<file path="src/rtl/framebuffer_pkg.sv">
// Shared framebuffer definitions: bus widths, default geometry, scanout FSM states.
package framebuffer_pkg;

  localparam int unsigned FB_ADDR_W      = 17;
  localparam int unsigned FB_DATA_W      = 16;
  localparam int unsigned FB_WIDTH_DEF   = 320;
  localparam int unsigned FB_HEIGHT_DEF  = 240;
  localparam int unsigned FIFO_DEPTH_DEF = 8;

  typedef enum logic [1:0] {
    IDLE  = 2'd0,
    FETCH = 2'd1,
    DRAIN = 2'd2
  } scanout_state_e;

  // Counter width for a range of n values, never narrower than one bit.
  function automatic int unsigned cnt_width(input int unsigned n);
    return (n <= 2) ? 1 : $clog2(n);
  endfunction

endpackage

</file>
<file path="src/rtl/scanout_fifo.sv">
// Synchronous first-word-fall-through FIFO with synchronous flush.
// DEPTH must be a power of two; pointers wrap naturally.
module scanout_fifo #(
  parameter int unsigned DEPTH = 8,
  parameter int unsigned WIDTH = 16
) (
  input  logic                     clk,
  input  logic                     rst_n,
  input  logic                     flush,
  input  logic                     push,
  input  logic [WIDTH-1:0]         push_data,
  input  logic                     pop,
  output logic [WIDTH-1:0]         pop_data,
  output logic                     empty,
  output logic [$clog2(DEPTH):0]   count
);

  localparam int unsigned AW = $clog2(DEPTH);

  logic [WIDTH-1:0] mem_q [DEPTH];
  logic [AW-1:0]    wr_ptr_q, wr_ptr_d;
  logic [AW-1:0]    rd_ptr_q, rd_ptr_d;
  logic [AW:0]      count_q, count_d;
  logic             full;
  logic             do_push;
  logic             do_pop;

  assign empty    = (count_q == '0);
  assign full     = (count_q == (AW+1)'(DEPTH));
  assign count    = count_q;
  assign pop_data = mem_q[rd_ptr_q];

  // Next-state pointers and occupancy; flush discards everything including a same-cycle push.
  always_comb begin
    do_push  = push & ~flush;
    do_pop   = pop & ~empty & ~flush;
    wr_ptr_d = wr_ptr_q;
    rd_ptr_d = rd_ptr_q;
    count_d  = count_q;
    if (flush) begin
      wr_ptr_d = '0;
      rd_ptr_d = '0;
      count_d  = '0;
    end else begin
      if (do_push) wr_ptr_d = wr_ptr_q + AW'(1);
      if (do_pop)  rd_ptr_d = rd_ptr_q + AW'(1);
      count_d = count_q + (AW+1)'(do_push) - (AW+1)'(do_pop);
    end
  end

  // Pointer and occupancy registers.
  always_ff @(posedge clk or negedge rst_n) begin
    if (!rst_n) begin
      wr_ptr_q <= '0;
      rd_ptr_q <= '0;
      count_q  <= '0;
    end else begin
      wr_ptr_q <= wr_ptr_d;
      rd_ptr_q <= rd_ptr_d;
      count_q  <= count_d;
    end
  end

  // Storage array; contents need no reset since occupancy gates validity.
  always_ff @(posedge clk) begin
    if (do_push) mem_q[wr_ptr_q] <= push_data;
  end

  // The upstream credit scheme must never push into a full FIFO.
  a_no_overflow: assert property (@(posedge clk) disable iff (!rst_n) !(push && full && !flush));

endmodule

</file>
<file path="src/rtl/framebuffer_scanout.sv">
// Framebuffer scanout engine: raster-order reads from framebuffer port B into a pixel FIFO,
// presented as a valid/ready RGB565 stream with end-of-line / end-of-frame markers.
// Optional build macro SCANOUT_UNDERFLOW_COUNT_EN adds the saturating underflowCount output.
module framebuffer_scanout
  import framebuffer_pkg::*;
#(
  parameter int unsigned FB_WIDTH   = FB_WIDTH_DEF,
  parameter int unsigned FB_HEIGHT  = FB_HEIGHT_DEF,
  parameter int unsigned FIFO_DEPTH = FIFO_DEPTH_DEF
) (
  input  logic                 clk,
  input  logic                 resetN,
  input  logic                 frameStart,
  output logic [FB_ADDR_W-1:0] fbAddress,
  output logic                 fbReadEnable,
  output logic                 fbWriteEnable,
  input  logic [FB_DATA_W-1:0] fbDataIn,
  output logic [FB_DATA_W-1:0] pixelData,
  output logic                 pixelValid,
  input  logic                 pixelReady,
  output logic                 pixelEndLine,
  output logic                 pixelEndFrame,
  output logic                 busy,
  output logic                 underflow
`ifdef SCANOUT_UNDERFLOW_COUNT_EN
 ,output logic [15:0]          underflowCount
`endif
);

  localparam int unsigned NUM_PIX = FB_WIDTH * FB_HEIGHT;
  localparam int unsigned XW      = cnt_width(FB_WIDTH);
  localparam int unsigned YW      = cnt_width(FB_HEIGHT);
  localparam int unsigned CW      = $clog2(FIFO_DEPTH) + 1;

  localparam logic [FB_ADDR_W-1:0] LAST_ADDR = FB_ADDR_W'(NUM_PIX - 1);
  localparam logic [XW-1:0]        X_MAX     = XW'(FB_WIDTH - 1);
  localparam logic [YW-1:0]        Y_MAX     = YW'(FB_HEIGHT - 1);
  localparam logic [CW:0]          DEPTH_C   = (CW+1)'(FIFO_DEPTH);

  scanout_state_e       state_q, state_d;
  logic [FB_ADDR_W-1:0] addr_q, addr_d;
  logic                 inflight_q, inflight_d;
  logic [XW-1:0]        x_q, x_d;
  logic [YW-1:0]        y_q, y_d;

  logic [CW-1:0]        fifo_count;
  logic                 fifo_empty;
  logic [FB_DATA_W-1:0] fifo_data;
  logic [CW:0]          occupancy;
  logic                 credit_ok;
  logic                 issue;
  logic                 pop;
  logic                 end_line;
  logic                 end_frame;

  scanout_fifo #(
    .DEPTH (FIFO_DEPTH),
    .WIDTH (FB_DATA_W)
  ) u_fifo (
    .clk       (clk),
    .rst_n     (resetN),
    .flush     (frameStart),
    .push      (inflight_q),
    .push_data (fbDataIn),
    .pop       (pop),
    .pop_data  (fifo_data),
    .empty     (fifo_empty),
    .count     (fifo_count)
  );

  assign fbAddress     = addr_q;
  assign fbReadEnable  = issue;
  assign fbWriteEnable = 1'b0;
  assign pixelData     = fifo_data;
  assign pixelValid    = ~fifo_empty;
  assign pixelEndLine  = end_line;
  assign pixelEndFrame = end_frame;
  assign busy          = (state_q != IDLE);
  assign underflow     = pixelReady & ~pixelValid & busy & ~frameStart;

  // Credit check, read issue, pop-side markers.
  // A frameStart cycle issues no read, so nothing from the aborted frame is left in flight.
  always_comb begin
    pop       = pixelValid & pixelReady;
    occupancy = {1'b0, fifo_count} + (CW+1)'(inflight_q);
    credit_ok = (occupancy < DEPTH_C);
    issue     = (state_q == FETCH) & credit_ok & ~frameStart;
    end_line  = (x_q == X_MAX);
    end_frame = end_line & (y_q == Y_MAX);
  end

  // FSM, read address and x/y counters; frameStart overrides everything, including the final accept.
  always_comb begin
    state_d    = state_q;
    addr_d     = addr_q;
    inflight_d = issue;
    x_d        = x_q;
    y_d        = y_q;
    if (frameStart) begin
      state_d = FETCH;
      addr_d  = '0;
      x_d     = '0;
      y_d     = '0;
    end else begin
      unique case (state_q)
        FETCH: begin
          if (issue) begin
            if (addr_q == LAST_ADDR) state_d = DRAIN;
            else                     addr_d  = addr_q + FB_ADDR_W'(1);
          end
        end
        DRAIN: begin
          if (pop && end_frame) state_d = IDLE;
        end
        default: state_d = state_q;
      endcase
      if (pop) begin
        if (end_line) begin
          x_d = '0;
          y_d = end_frame ? '0 : y_q + YW'(1);
        end else begin
          x_d = x_q + XW'(1);
        end
      end
    end
  end

  // Control registers.
  always_ff @(posedge clk or negedge resetN) begin
    if (!resetN) begin
      state_q    <= IDLE;
      addr_q     <= '0;
      inflight_q <= 1'b0;
      x_q        <= '0;
      y_q        <= '0;
    end else begin
      state_q    <= state_d;
      addr_q     <= addr_d;
      inflight_q <= inflight_d;
      x_q        <= x_d;
      y_q        <= y_d;
    end
  end

`ifdef SCANOUT_UNDERFLOW_COUNT_EN
  logic [15:0] ucount_q, ucount_d;

  // Saturating underflow event count.
  always_comb begin
    ucount_d = ucount_q;
    if (underflow && (ucount_q != '1)) ucount_d = ucount_q + 16'd1;
  end

  // Underflow counter register, cleared only by reset.
  always_ff @(posedge clk or negedge resetN) begin
    if (!resetN) ucount_q <= '0;
    else         ucount_q <= ucount_d;
  end

  assign underflowCount = ucount_q;
`endif

endmodule

</file>
<file path="config.mk">
export PLATFORM = sky130hd
export DESIGN_NAME = framebuffer_scanout
export DESIGN_NICKNAME = d
export VERILOG_FILES = /design/src/rtl/framebuffer_pkg.sv /design/src/rtl/scanout_fifo.sv /design/src/rtl/framebuffer_scanout.sv
export SDC_FILE = /design/constraint.sdc
export NUM_CORES = 1
export LEC_CHECK = 0
export ABC_AREA = 1
export BUFFER_PORTS_ARGS = -buffer_cell sky130_fd_sc_hd__buf_2
export CAP_MARGIN = 20
export CELL_PAD_IN_SITES_DETAIL_PLACEMENT = 0
export CELL_PAD_IN_SITES_GLOBAL_PLACEMENT = 1
export CORE_UTILIZATION = 25
export CTS_BUF_LIST = sky130_fd_sc_hd__clkbuf_16
export DETAILED_ROUTE_END_ITERATION = 10
export PLACE_DENSITY_LB_ADDON = 0.1
export SYNTH_ARGS = -nofsm -noshare
export SYNTH_HDL_FRONTEND = slang
export SYNTH_SLANG_ARGS = --single-unit
export TNS_END_PERCENT = 5
</file>
<file path="constraint.sdc">
create_clock -name clk -period 3.6 [get_ports clk]
set_input_delay 0.54 -clock clk [delete_from_list [all_inputs] [get_ports clk]]
set_output_delay 0.54 -clock clk [all_outputs]
set_load 0.01 [all_outputs]
</file>
==> results.cfg, run 1 <==
[clock_tree]
clk_transition_reported_paths_ps = 70
cts_max_level = 4
clk_path_buf_depth = 2
tritoncts.num_buffers = 17
tritoncts = done
cts_post_setup_buffers_inserted = 0
post_cts.resized_instances = 0
clock_insertion_delay_worst_skew_ps = 430
clkSinkCount = 175
post_cts_hold_buffer_count = 0
ctsRootBufferMaster = sky130_fd_sc_hd__clkbuf_16

[global_routing]
grt_antenna_before_repair = 1
grt.total_usage_pct = 12.7
wire_length_of_the_first_global_routing_pass_mm = 31.6
number_of_global_route_vias_before_repair = 5549
grt_max_degree = 66
grt-ovfl-total = 0

[drt]
via_to_cell_ratio = 4.41
drt_pass1_iterations = 4
detail-route-antenna-nets = 0
drc_errors = 0
routed-via-count = 5459
drt-wirelength-per-cell_um = 16.1
first_iter_violations = 260
routed_wirelength_mm = 19.9

[power_and_ir_drop]
power_per_cell_area_nw_per_um2 = 604
report.power.total_w = 0.00563
standby_leakage_power_nw = 3.70
power.ir.vdd_worst_mv = 0.469

[placed_design]
count_of_input_and_output_buffers = 58
post-dp-hpwl_mm = 12.0
gpl.final_weighted_congestion = 0.712
place_worst_setup_slack_ps = 1250

[logic_synthesis]
synth.yosys.seq_area_share_pct = 62.5
synthArstFlopShare_pct = 26.9
syn-cell-area_sq_um = 8040
synthTopCellsByArea = sky130_fd_sc_hd__edfxtp_1 (48%), sky130_fd_sc_hd__dfrtp_1 (15%), sky130_fd_sc_hd__nand2_1 (7.1%), sky130_fd_sc_hd__nor2_1 (6.8%), sky130_fd_sc_hd__o32ai_1 (3.5%)
yosysMostFrequentCell = sky130_fd_sc_hd__nand2_1
yosys_register_bits = 175
synth.lib_cells_used.distinct = 44
netlist.area_leader.share_pct = 47.8
ys_dominant_reg_cell = sky130_fd_sc_hd__edfxtp_1
number_of_flops_mapped_to_enable_cells_by_yosys = 128
synth_commonest_cells = sky130_fd_sc_hd__nand2_1 (153), sky130_fd_sc_hd__nor2_1 (146), sky130_fd_sc_hd__edfxtp_1 (128)
synth_nets = 794
mean_cell_area_of_the_mapped_netlist_sq_um = 10.6
synth.yosys.warnings = 0
syn_inst_count = 761
synth.largest_area_cell = sky130_fd_sc_hd__edfxtp_1

[layout]
syn2layout_area_growth_pct = 16.1
fin_nets = 855
utilization_pct = 29.6
share_of_post_route_cells_with_drive_strength_above_1_pct = 16.6
fillCellCount = 3300
diodes = 0

[floorplanning]
die_area_sq_um = 32900
die_width_um = 181
initial_utilization_pct = 25.5
io_pins = 60
dieHeight_um = 181
floorplan.rows = 65
core-area_sq_um = 31600

[timing]
timing.clock.skew_ps = 13.4
relSlewSlack_pct = 52.4
grt_setup_unrepaired = no
hold_ws_ps = 82.7
final_period_minus_worst_setup_slack_ps = 2680
timing.final.crit_share_pct = 74.3
timing_worst_slew_pin_value_ps = 714
finalSetupViolations = 0
finalMaxSlewViolations = 0
setup_ws_ps = 925
summed_negative_setup_slack_over_all_endpoints_ps = 0
timing.fmax_ghz = 0.374
final_hold_viol_count = 0

[critical_path]
critical_path_peak_fanout = 38
worstSetupStartpointType = register
cp_data_required_time_ps = 3060
criticalPathCategory = reg2out
data_arrival_at_the_endpoint_of_the_critical_path_ps = 2140
endpoint_type_of_the_worst_setup_path = primary output

[job]
maxCapViolCount = 0

[worst_hold_path]
hp-class = in2async

[run_status]
status = finished clean
placed cells by master, fill, tap and decap left out, types with 3 or more instances in the layout:
cell / Yosys / routed
sky130_fd_sc_hd__clkbuf_16: 0 / 17
sky130_fd_sc_hd__nor2_2: 3 / 3
sky130_fd_sc_hd__nor2_1: 146 / 146
sky130_fd_sc_hd__nand3_1: 34 / 34
sky130_fd_sc_hd__a21oi_1: 7 / 7
sky130_fd_sc_hd__nor2_4: 4 / 4
sky130_fd_sc_hd__nor3_1: 6 / 6
sky130_fd_sc_hd__inv_8: 0 / 4
sky130_fd_sc_hd__buf_2: 12 / 58
sky130_fd_sc_hd__clkinv_1: 2 / 4
sky130_fd_sc_hd__edfxtp_1: 128 / 128
sky130_fd_sc_hd__ha_1: 12 / 12
sky130_fd_sc_hd__xnor2_1: 4 / 4
sky130_fd_sc_hd__dfrtp_1: 47 / 45
sky130_fd_sc_hd__inv_1: 41 / 41
sky130_fd_sc_hd__o21ai_0: 41 / 41
sky130_fd_sc_hd__clkinvlp_4: 0 / 3
sky130_fd_sc_hd__nand2_1: 153 / 153
sky130_fd_sc_hd__inv_2: 4 / 4
sky130_fd_sc_hd__nand4_1: 10 / 10
sky130_fd_sc_hd__nand3_2: 9 / 9
sky130_fd_sc_hd__o32ai_1: 32 / 32
sky130_fd_sc_hd__nand3b_1: 7 / 7
sky130_fd_sc_hd__xor2_1: 17 / 17
sky130_fd_sc_hd__buf_4: 3 / 19
worst max-delay path, cell delays in order, from the launching register on:
cell	delay, ps
sky130_fd_sc_hd__dfrtp_2	830
sky130_fd_sc_hd__buf_4	320
sky130_fd_sc_hd__o21ai_0	100
sky130_fd_sc_hd__o32ai_1	160
sky130_fd_sc_hd__nand2_1	100
sky130_fd_sc_hd__nand2_1	70
sky130_fd_sc_hd__buf_2	120
logic make-up after synthesis:
logic type	after synthesis	synth area share (%)
buffers and inverters	83	5.03
DFF	175	62.5
adders and majority gates	13	2.12
and+or+nand+nor	383	21.1
AOI/OAI and AO/OA	85	6.96
xor gates and xnor gates	21	2.29
other	1	0.0467
per-stage QoR:
stage          instances  instance area (sq um)
6_report            1237                   9330
5_1_grt             1237                   9330
4_1_cts             1237                   9330
3_5_place_dp        1205                   8750
3_3_place_gp        1205                   8750
2_1_floorplan        761                   8040
registers in the layout (all words and copies together) (netlist names):
register         count
fbAddress           17
inflight_q           1
state_q              2
u_fifo.count         4
u_fifo.mem_q       128
u_fifo.rd_ptr_q      3
u_fifo.wr_ptr_q      3
x_q                  9
y_q                  8
cell type report:
class | instances | area, sq um | area share [%]
clock buffer | 17 | 425 | 4.56
clock inverter | 15 | 153 | 1.64
tap | 402 | 503 | 5.39
timing repair buffer | 77 | 433 | 4.64
inverter | 48 | 181 | 1.94
sequential | 175 | 5020 | 53.8
multi-input combinational | 503 | 2610 | 28.0
power breakdown:
part	leakage, nW	internal (W)	switching, W
combinational	1.64	0.000484	0.000941
clock	0.275	0.000977	0.000849
sequential	1.79	0.00228	0.000103
final timing paths:
| check | to | cells past startpoint | start | slack, ps |
|---|---|---|---|---|
| hold / removal | y_q[3] | 1 | resetN | 80 |
| min in group clk | u_fifo.mem_q[5][12] | 1 | fbDataIn[12] | 380 |
| max in group asynchronous | fbAddress[12] | 2 | resetN | 2730 |
| setup / recovery | pixelData[15] | 6 | u_fifo.rd_ptr_q[1] | 920 |
| hold reg to reg | x_q[5] | 2 | x_q[5] | 520 |
| setup reg to reg | u_fifo.count[1] | 11 | u_fifo.count[2] | 1230 |
routing by layer:
metal | part of all wire [%] | vias up | global-route usage [%]
met5 | 0 | - | 0
met4 | 0.55 | 0 | 3.97
met3 | 2.3 | 6 | 2.78
met2 | 47 | 67 | 20.6
met1 | 50 | 2664 | 16.9
li1 | - | 2722 | -
Power figures use the tool's default switching activity.
==> run 2: changes to the inputs <==
==> constraint.sdc (replaced) <==
create_clock -name clk -period 2.6 [get_ports clk]
set_input_delay 0.39 -clock clk [delete_from_list [all_inputs] [get_ports clk]]
set_output_delay 0.39 -clock clk [all_outputs]
set_load 0.01 [all_outputs]
==> run 2 against run 1 <==
Effect of this change:
- worst hold slack got worse by 21 ps
- sequential share of layout area fell by 0.69 points
- clock power is 44% higher
- clock-buffer cell count is the same
- first-iteration DRC count increased by 18%
- critical path depth unchanged
- die area stayed put
- core utilization is 0.38 points higher
- combinational power up 41%
- sequential power up 39%
- setup slack lost 730 ps
==> results.cfg, run 2 (synthesis results as in run 1) <==
[clock_tree]
clkSinkCount = 175
ctsRootBufferMaster = sky130_fd_sc_hd__clkbuf_16
post_cts_hold_buffer_count = 0
clk_path_buf_depth = 2
cts_max_level = 4
tritoncts.num_buffers = 17
tritoncts = done
clk_transition_reported_paths_ps = 80
clock_insertion_delay_worst_skew_ps = 430

[drt]
via_to_cell_ratio = 4.43
first_iter_violations = 308
drc_errors = 0
detail-route-antenna-nets = 0
routed-via-count = 5515
dr_wl_met3_um = 680
drt-wirelength-per-cell_um = 15.5
m1WireLength_mm = 9.19
met2RoutedLength_mm = 9.27
drt_pass1_iterations = 4
routed_wirelength_mm = 19.3
top_signal_layer_used = met5

[power_and_ir_drop]
report.power.total_w = 0.00795
standby_leakage_power_nw = 3.78
power_per_cell_area_nw_per_um2 = 841
power.ir.vdd_worst_mv = 0.455

[layout]
final_common_cell = sky130_fd_sc_hd__nand2_1
fin_nets = 862
mostFrequentLayoutCells = sky130_fd_sc_hd__nand2_1 (153), sky130_fd_sc_hd__nor2_1 (146), sky130_fd_sc_hd__edfxtp_1 (128)
diodes = 0
multi_input_area_sq_um = 2610
largest-register = u_fifo.mem_q
share_of_post_route_cells_with_drive_strength_above_1_pct = 17.6
fillCellCount = 3295
syn2layout_area_growth_pct = 17.6
largest_reg_flops = 128
design_area_sq_um = 9450
sequential_cell_area_sq_um = 5020

[global_routing]
grt_max_degree = 48
wire_length_of_the_first_global_routing_pass_mm = 30.6
grt-ovfl-total = 0
grt_antenna_before_repair = 1
number_of_global_route_vias_before_repair = 5527
grt.total_usage_pct = 12.3

[floorplanning]
die_area_sq_um = 32900
dieHeight_um = 181
io_pins = 60
floorplan.rows = 65
initial_utilization_pct = 25.5
core-area_sq_um = 31600
die_width_um = 181

[timing]
setup_ws_ps = 190
timing.clock.skew_ps = 12.6
grt_setup_unrepaired = no
final_hold_viol_count = 0
finalMaxSlewViolations = 0
finalSetupViolations = 0
timing_worst_slew_pin_value_ps = 645
summed_negative_setup_slack_over_all_endpoints_ps = 0
timing.fmax_ghz = 0.415
final_period_minus_worst_setup_slack_ps = 2410
timing.final.crit_share_pct = 92.7
relSlewSlack_pct = 57.0

[critical_path]
worst-r2r-setup-slack_ps = 390
cpLargestDelayFamily = flip-flops
crit_path_cell_trace = buf_4 -> nor2_1 -> o32ai_1 -> nand2_1 -> nand2_1 -> buf_2
worst_path_most_repeated_cell = sky130_fd_sc_hd__nand2_1
worst_reg2reg_path_endpoint = u_fifo.count[2]
worstSetupStartpointType = register
slowest_delay_ps = 590
cp_data_required_time_ps = 2210
worst-path-buf-inv = 2
crit-reg2reg-launch = u_fifo.count[2]
endpoint_type_of_the_worst_setup_path = primary output
criticalPathCategory = reg2out
crit_path_top_delay_cell = sky130_fd_sc_hd__dfrtp_2
worst_reg_to_reg_path_cell_count = 11
critical_path_peak_fanout = 18
data_arrival_at_the_endpoint_of_the_critical_path_ps = 2020

[worst_hold_path]
hp-class = in2async

[placed_design]
post-dp-hpwl_mm = 12.5
gpl.final_weighted_congestion = 0.721
placed_area_sq_um = 8830
place_worst_setup_slack_ps = 404
count_of_input_and_output_buffers = 58

[run_status]
status = finished clean

[job]
maxCapViolCount = 0
## run 2: cell count changes in the layout (fill, tap and decap cells not counted), sizes merged
cell | previous run | this run
inv | 51 | 53
buf | 77 | 84
clkinvlp | 3 | 0
clkinv | 8 | 9
## run 2: worst max path at each step
stage,from,endpoint,cells past startpoint
2_1_floorplan,u_fifo.count[2],u_fifo.count[2],11
3_3_place_gp,u_fifo.count[2],u_fifo.count[2],11
3_5_place_dp,u_fifo.count[2],u_fifo.count[2],11
4_1_cts,u_fifo.rd_ptr_q[0],pixelData[14],7
5_1_grt,u_fifo.rd_ptr_q[0],pixelData[3],6
6_report,u_fifo.rd_ptr_q[0],pixelData[6],6
## run 2: timing repair
item                       in CTS  in global routing
buffers inserted                0                  0
resized for setup               0                  2
setup endpoints to repair       0                  2
## run 2: area by class of cell
class                      instances  share of cell area [%]
sequential                       175                    53.1
multi-input combinational        503                    27.7
timing repair buffer              84                    5.48
tap                              402                    5.32
clock buffer                      17                    4.50
clock inverter                    15                    2.00
inverter                          48                    1.92
## run 2: power breakdown
group	switching (W)	internal, W
sequential	0.000157	0.00316
combinational	0.00129	0.000720
clock	0.00124	0.00139
## run 2: routing by layer
layer	track usage, %	up-vias
met2	20.4	77
met4	3.19	2
li1	-	2728
met5	0	-
met1	16.1	2695
met3	2.78	13
## run 2: metrics by stage
step                      hold WS (ps)  util, %  cells
after floorplan                   94.4        -    761
after global placement             497     28.0   1212
after detailed placement           499     28.0   1212
after CTS                         86.3     29.9   1244
after global routing               114     30.0   1244
final                             62.0     30.0   1244
